[config.mk]
export PLATFORM = sky130hd
export DESIGN_NAME = stream_demux_n
export DESIGN_NICKNAME = d
export VERILOG_FILES = /design/src/rtl/stream_demux_n.sv
export SDC_FILE = /design/constraint.sdc
export NUM_CORES = 1
export LEC_CHECK = 0
export ABC_AREA = 1
export ABC_CLOCK_PERIOD_IN_PS = 1800
export BUFFER_PORTS_ARGS = -buffer_cell sky130_fd_sc_hd__buf_4
export CORE_MARGIN = 2
export CORE_UTILIZATION = 51
export CTS_CLUSTER_DIAMETER = 50
export DETAILED_ROUTE_END_ITERATION = 6
export PLACE_DENSITY = 0.77
export SYNTH_ARGS = -nofsm -noshare
export SYNTH_HDL_FRONTEND = slang
export SYNTH_SLANG_ARGS = --single-unit
[constraint.sdc]
create_clock -name clk -period 1.8 [get_ports clk]
set_clock_uncertainty 0.05 [all_clocks]
set_input_delay 0.09 -clock clk [delete_from_list [all_inputs] [get_ports clk]]
set_output_delay 0.09 -clock clk [all_outputs]
set_load 0.01 [all_outputs]
[src/rtl/stream_demux_n.sv]
// 1:N stream demultiplexer with packet-locked routing and one output register per channel.
// Optional saturating drop counter enabled by defining STREAM_DEMUX_DROP_CNT_EN.
module stream_demux_n #(
  parameter int WIDTH = 8,
  parameter int N_OUT = 4,
  parameter int SEL_W = 2
) (
  input  logic                   clk,
  input  logic                   rst,
  input  logic [WIDTH-1:0]       in_data,
  input  logic [SEL_W-1:0]       in_sel,
  input  logic                   in_valid,
  input  logic                   in_last,
  output logic                   in_ready,
  output logic [N_OUT*WIDTH-1:0] out_data,
  output logic [N_OUT-1:0]       out_valid,
  output logic [N_OUT-1:0]       out_last,
  input  logic [N_OUT-1:0]       out_ready,
  output logic                   busy
`ifdef STREAM_DEMUX_DROP_CNT_EN
  ,
  output logic [15:0]            drop_cnt
`endif
);

  typedef enum logic {IDLE, LOCKED} state_e;

  localparam int SEL_N = 2**SEL_W;

  state_e           state_q;
  logic [SEL_W-1:0] sel_q;
  logic [SEL_W-1:0] eff;
  logic             accept;
  // Indexed by every select code; codes past N_OUT always accept (and drop).
  logic [SEL_N-1:0] can_load;

  assign eff      = (state_q == LOCKED) ? sel_q : in_sel;
  assign in_ready = can_load[eff];
  assign accept   = in_valid && in_ready;
  assign busy     = (state_q == LOCKED);

  for (genvar k = 0; k < SEL_N; k++) begin : g_ch
    if (k < N_OUT) begin : g_real
      logic             v_q;
      logic             l_q;
      logic [WIDTH-1:0] d_q;
      logic             load;

      assign load        = accept && (eff == SEL_W'(k));
      assign can_load[k] = !v_q || out_ready[k];

      always_ff @(posedge clk) begin
        if (rst) begin
          v_q <= 1'b0;
          d_q <= '0;
          l_q <= 1'b0;
        end else if (load) begin
          v_q <= 1'b1;
          d_q <= in_data;
          l_q <= in_last;
        end else if (out_ready[k]) begin
          v_q <= 1'b0;
        end
      end

      assign out_valid[k]              = v_q;
      assign out_last[k]               = l_q;
      assign out_data[k*WIDTH +: WIDTH] = d_q;
    end else begin : g_none
      assign can_load[k] = 1'b1;
    end
  end

  always_ff @(posedge clk) begin
    if (rst) begin
      state_q <= IDLE;
      sel_q   <= '0;
    end else if (accept) begin
      case (state_q)
        IDLE: if (!in_last) begin
          state_q <= LOCKED;
          sel_q   <= in_sel;
        end
        LOCKED: if (in_last) state_q <= IDLE;
        default: state_q <= IDLE;
      endcase
    end
  end

`ifdef STREAM_DEMUX_DROP_CNT_EN
  logic [15:0] drop_q;

  always_ff @(posedge clk) begin
    if (rst) begin
      drop_q <= '0;
    end else if (accept && (int'(eff) >= N_OUT) && (drop_q != 16'hFFFF)) begin
      drop_q <= drop_q + 16'd1;
    end
  end

  assign drop_cnt = drop_q;
`endif

endmodule

==> summary.txt <==
Run status
  • Status: finished clean

Power and ir drop
  • Clk pwr share: 0.289
  • Net switching power of the design: 619 µW
  • Areal power density over the cells: 782 mW/mm²
  • Sequential group share of total power: 0.500
  • Power consumption: 2100 µW
  • Max VDD drop: 465 µV
  • Cell-internal power: 1480 µW
  • Lkg Pwr: 0.00140 µW
  • Net switching share of the total power: 0.295
  • Comb power frac: 0.211

Timing
  • Max frequency: 589 MHz
  • Count of endpoints failing setup in the final report: 0
  • Worst-Margin Slew: 0.365 ns
  • Period Utilization, post-route: 0.944
  • Max transition margin: 0.757
  • Setup tns final: 0 ns
  • RSZ-0062 raised after global routing: false
  • Final slew viol count: 0
  • Time the worst path needs with I/O delays and setup: 1.70 ns
  • Final Hold Vio Count: 0

Global route
  • Global-route congestion overflow total: 0
  • Global-route wire length before repair: 7560 µm
  • Met2 Usage GRT: 0.356
  • Global-route layer with the greatest usage: met2
  • Met1 usage: 0.282
  • Antenna violations before repair: 0
  • Number of global-route vias before repair: 1646
  • Pin count of the biggest net entering global routing: 39
  • Total routing resource utilization after global routing: 0.220
  • Global-route track usage on met3: 0.0592

Worst setup path
  • Critical path data arrival time: 1.56 ns
  • Worst Reg-to-Reg Cells: 10
  • Type of element launching the critical path: flop
  • Critical-path top delay cell: sky130_fd_sc_hd__dfxtp_4
  • Critical Path End Type: output port
  • Cell Chain, Critical Path: inv_2 > nand2_2 > nand2_4 > nand3_1 > nand2_1 > nor2_4 > buf_12 > buf_4
  • FF-to-FF Start: busy
  • R2r setup slk: 0.26 ns
  • Data required, critical path: 1.66 ns
  • Crit Reg-Reg Endpoint: g_ch[2].g_real.d_q[0]
  • Setup Crit Path Kind: flop to output port
  • Stage delay of the slowest cell on the critical path: 0.39 ns
  • Maximum fanout count along the critical path: 22

Routing
  • Average routed wire per standard cell: 11.6 µm
  • First-pass detailed-route iteration total: 4
  • Post-route DRC violation count: 0
  • Count of nets left with antenna violations after detail routing: 0
  • Total number of vias: 1917
  • Detailed-route wire length: 4760 µm
  • Vias per cell: 4.65
  • Detailed Route Iter0 Violations: 70

Yosys
  • Synthesized netlist cell count: 305
  • Number of register bits inferred by synthesis: 43
  • Ys Warns: 0
  • Share of synthesized area occupied by flip-flops and latches: 0.406
  • Net count of the mapped netlist: 323
  • Library cells used by synthesis: 21
  • Post-synthesis instance area: 0.00212 mm²
  • Mean instance size in the synthesized netlist: 6.95 µm²

Floorplan
  • Num rows: 23
  • # IOs: 60
  • Initial Utilization: 0.530
  • Die Wd: 68.5 µm
  • Placeable core region: 0.00400 mm²
  • Height of the die: 68.5 µm
  • Die ar.: 0.00469 mm²

Flow run
  • MaxCap Viol Count: 0

Placement
  • Placed standard-cell area: 0.00252 mm²
  • Count of buffers inserted at the top-level ports: 59
  • Final HPWL DP: 3380 µm
  • Final GP Congestion: 0.899

Clock network
  • Clock latency at the later pin of the worst-skew pair: 0.30 ns
  • Root cell of the clock tree: sky130_fd_sc_hd__clkbuf_8
  • Buffers inserted by post-CTS timing repair: 0
  • Number of buffers added by the clock tree synthesis step: 5
  • Number of clock sinks: 43
  • Maximum level of the CTS H-tree: 2
  • Clock transition at the register clock pins on the worst setup and hold paths after CTS: 0.08 ns
  • TritonCTS clock tree: built
  • Maximum number of buffers from clock root to sink: 2

Layout
  • Layout area overhead: 26.4%
  • Nets: 379
  • Final design utilization: 0.670
  • Area of all placed cells without fillers: 0.00268 mm²
  • Fraction of layout instances using a drive strength above 1: 0.249
  • Antenna diode count: 0
  • Filler cells: 356

Min path
  • Hold path cells: 3
  • Hold endpoint: g_ch[3].g_real.d_q[4]
  • Tightest Hold Check Type: primary input to flop
  • Hold wc startpoint: in_data[4]
metal layers:
layer  up-vias  wire length (µm)
met5         -                 0
met4         0                72
met3         8               281
met2        47              2250
met1       838              2160
li1       1024                 -
synth_stat cells (all sizes together):
cell,instances,share of area
dfxtp,43,0.41
a21oi,3,0.0089
nand2,79,0.16
inv,42,0.074
nand3,6,0.022
buf,16,0.057
nand4,22,0.079
nor2,91,0.19
clkbuf,3,0.0053
cells by family after synthesis:
logic type,Yosys count,share of synthesized area
simple gates,198,0.448
compound gates,3,0.00885
buf+inv,61,0.137
flops,43,0.406
timing repair:
action,in CTS,in global routing
hold endpoints to repair,13,0
hold buffers,7,0
gates resized for setup,1,1
endpoints found under the setup margin,1,1
cell usage in the layout (no fill, tap or decap):
cell	Yosys	layout
sky130_fd_sc_hd__nor2_4	3	3
sky130_fd_sc_hd__nand4_1	20	20
sky130_fd_sc_hd__nand3_2	1	1
sky130_fd_sc_hd__nand3_4	1	1
sky130_fd_sc_hd__nand2_2	5	5
sky130_fd_sc_hd__clkbuf_8	0	5
sky130_fd_sc_hd__nand2_4	4	4
sky130_fd_sc_hd__clkinv_2	0	1
sky130_fd_sc_hd__nand4_4	2	2
sky130_fd_sc_hd__inv_1	40	40
sky130_fd_sc_hd__a21oi_2	1	1
sky130_fd_sc_hd__clkinvlp_4	0	1
sky130_fd_sc_hd__nor2_8	2	2
sky130_fd_sc_hd__a21oi_1	2	2
sky130_fd_sc_hd__nor2_1	86	86
sky130_fd_sc_hd__buf_4	8	60
sky130_fd_sc_hd__nand2_1	70	70
sky130_fd_sc_hd__dfxtp_4	0	1
sky130_fd_sc_hd__nand3_1	4	4
sky130_fd_sc_hd__buf_12	0	1
sky130_fd_sc_hd__inv_2	2	2
sky130_fd_sc_hd__dfxtp_1	43	42
sky130_fd_sc_hd__clkbuf_1	3	1
sky130_fd_sc_hd__dlygate4sd3_1	0	7
power groups by stage:
stage,combinational (µW),clock (µW),sequential [µW]
after floorplan,256,0,1090
after global placement,425,0,1070
after detailed placement,432,0,1070
after CTS,445,623,1050
after global routing,489,670,1060
final,442,605,1050
metrics by stage:
stage                     hold slack [ns]  worst slack, ns  cells
after global routing               0.0271           0.0151    412
after floorplan                     0.102            0.240    305
final                             0.00729            0.102    412
after detailed placement            0.256            0.168    397
after global placement              0.252            0.220    397
after CTS                         0.00627           0.0647    412
cell type report:
class	count	area, µm²	area share
multi-input cells	201	970	0.362
flip-flops and latches	43	865	0.323
repair buffers	68	541	0.202
inverters	42	158	0.0588
clock buffers	6	72.6	0.0271
well taps	50	62.6	0.0233
clock inverters	2	12.5	0.00467
worst max path at each step:
stage | end | slack [ns] | cells after the start | startpoint
after floorplan | g_ch[0].g_real.d_q[0] | 0.24 | 10 | busy
final | in_ready | 0.10 | 8 | busy
after CTS | in_ready | 0.06 | 8 | busy
after global routing | in_ready | 0.02 | 8 | busy
after global placement | g_ch[1].g_real.d_q[3] | 0.22 | 10 | busy
after detailed placement | g_ch[0].g_real.l_q | 0.17 | 8 | busy
flip-flops by register name, summed over array words and instances, names as in the netlist:
register,cells
busy,1
g_ch.g_real.d_q,32
g_ch.g_real.l_q,4
g_ch.g_real.v_q,4
sel_q,2
worst max-delay path: cells and delay by family, from the launching register on:
family | cells | cell delay [ns]
flops | 1 | 0.39
simple gates | 5 | 0.52
buf+inv | 3 | 0.35
No activity file was read; power rests on OpenSTA's default activity.
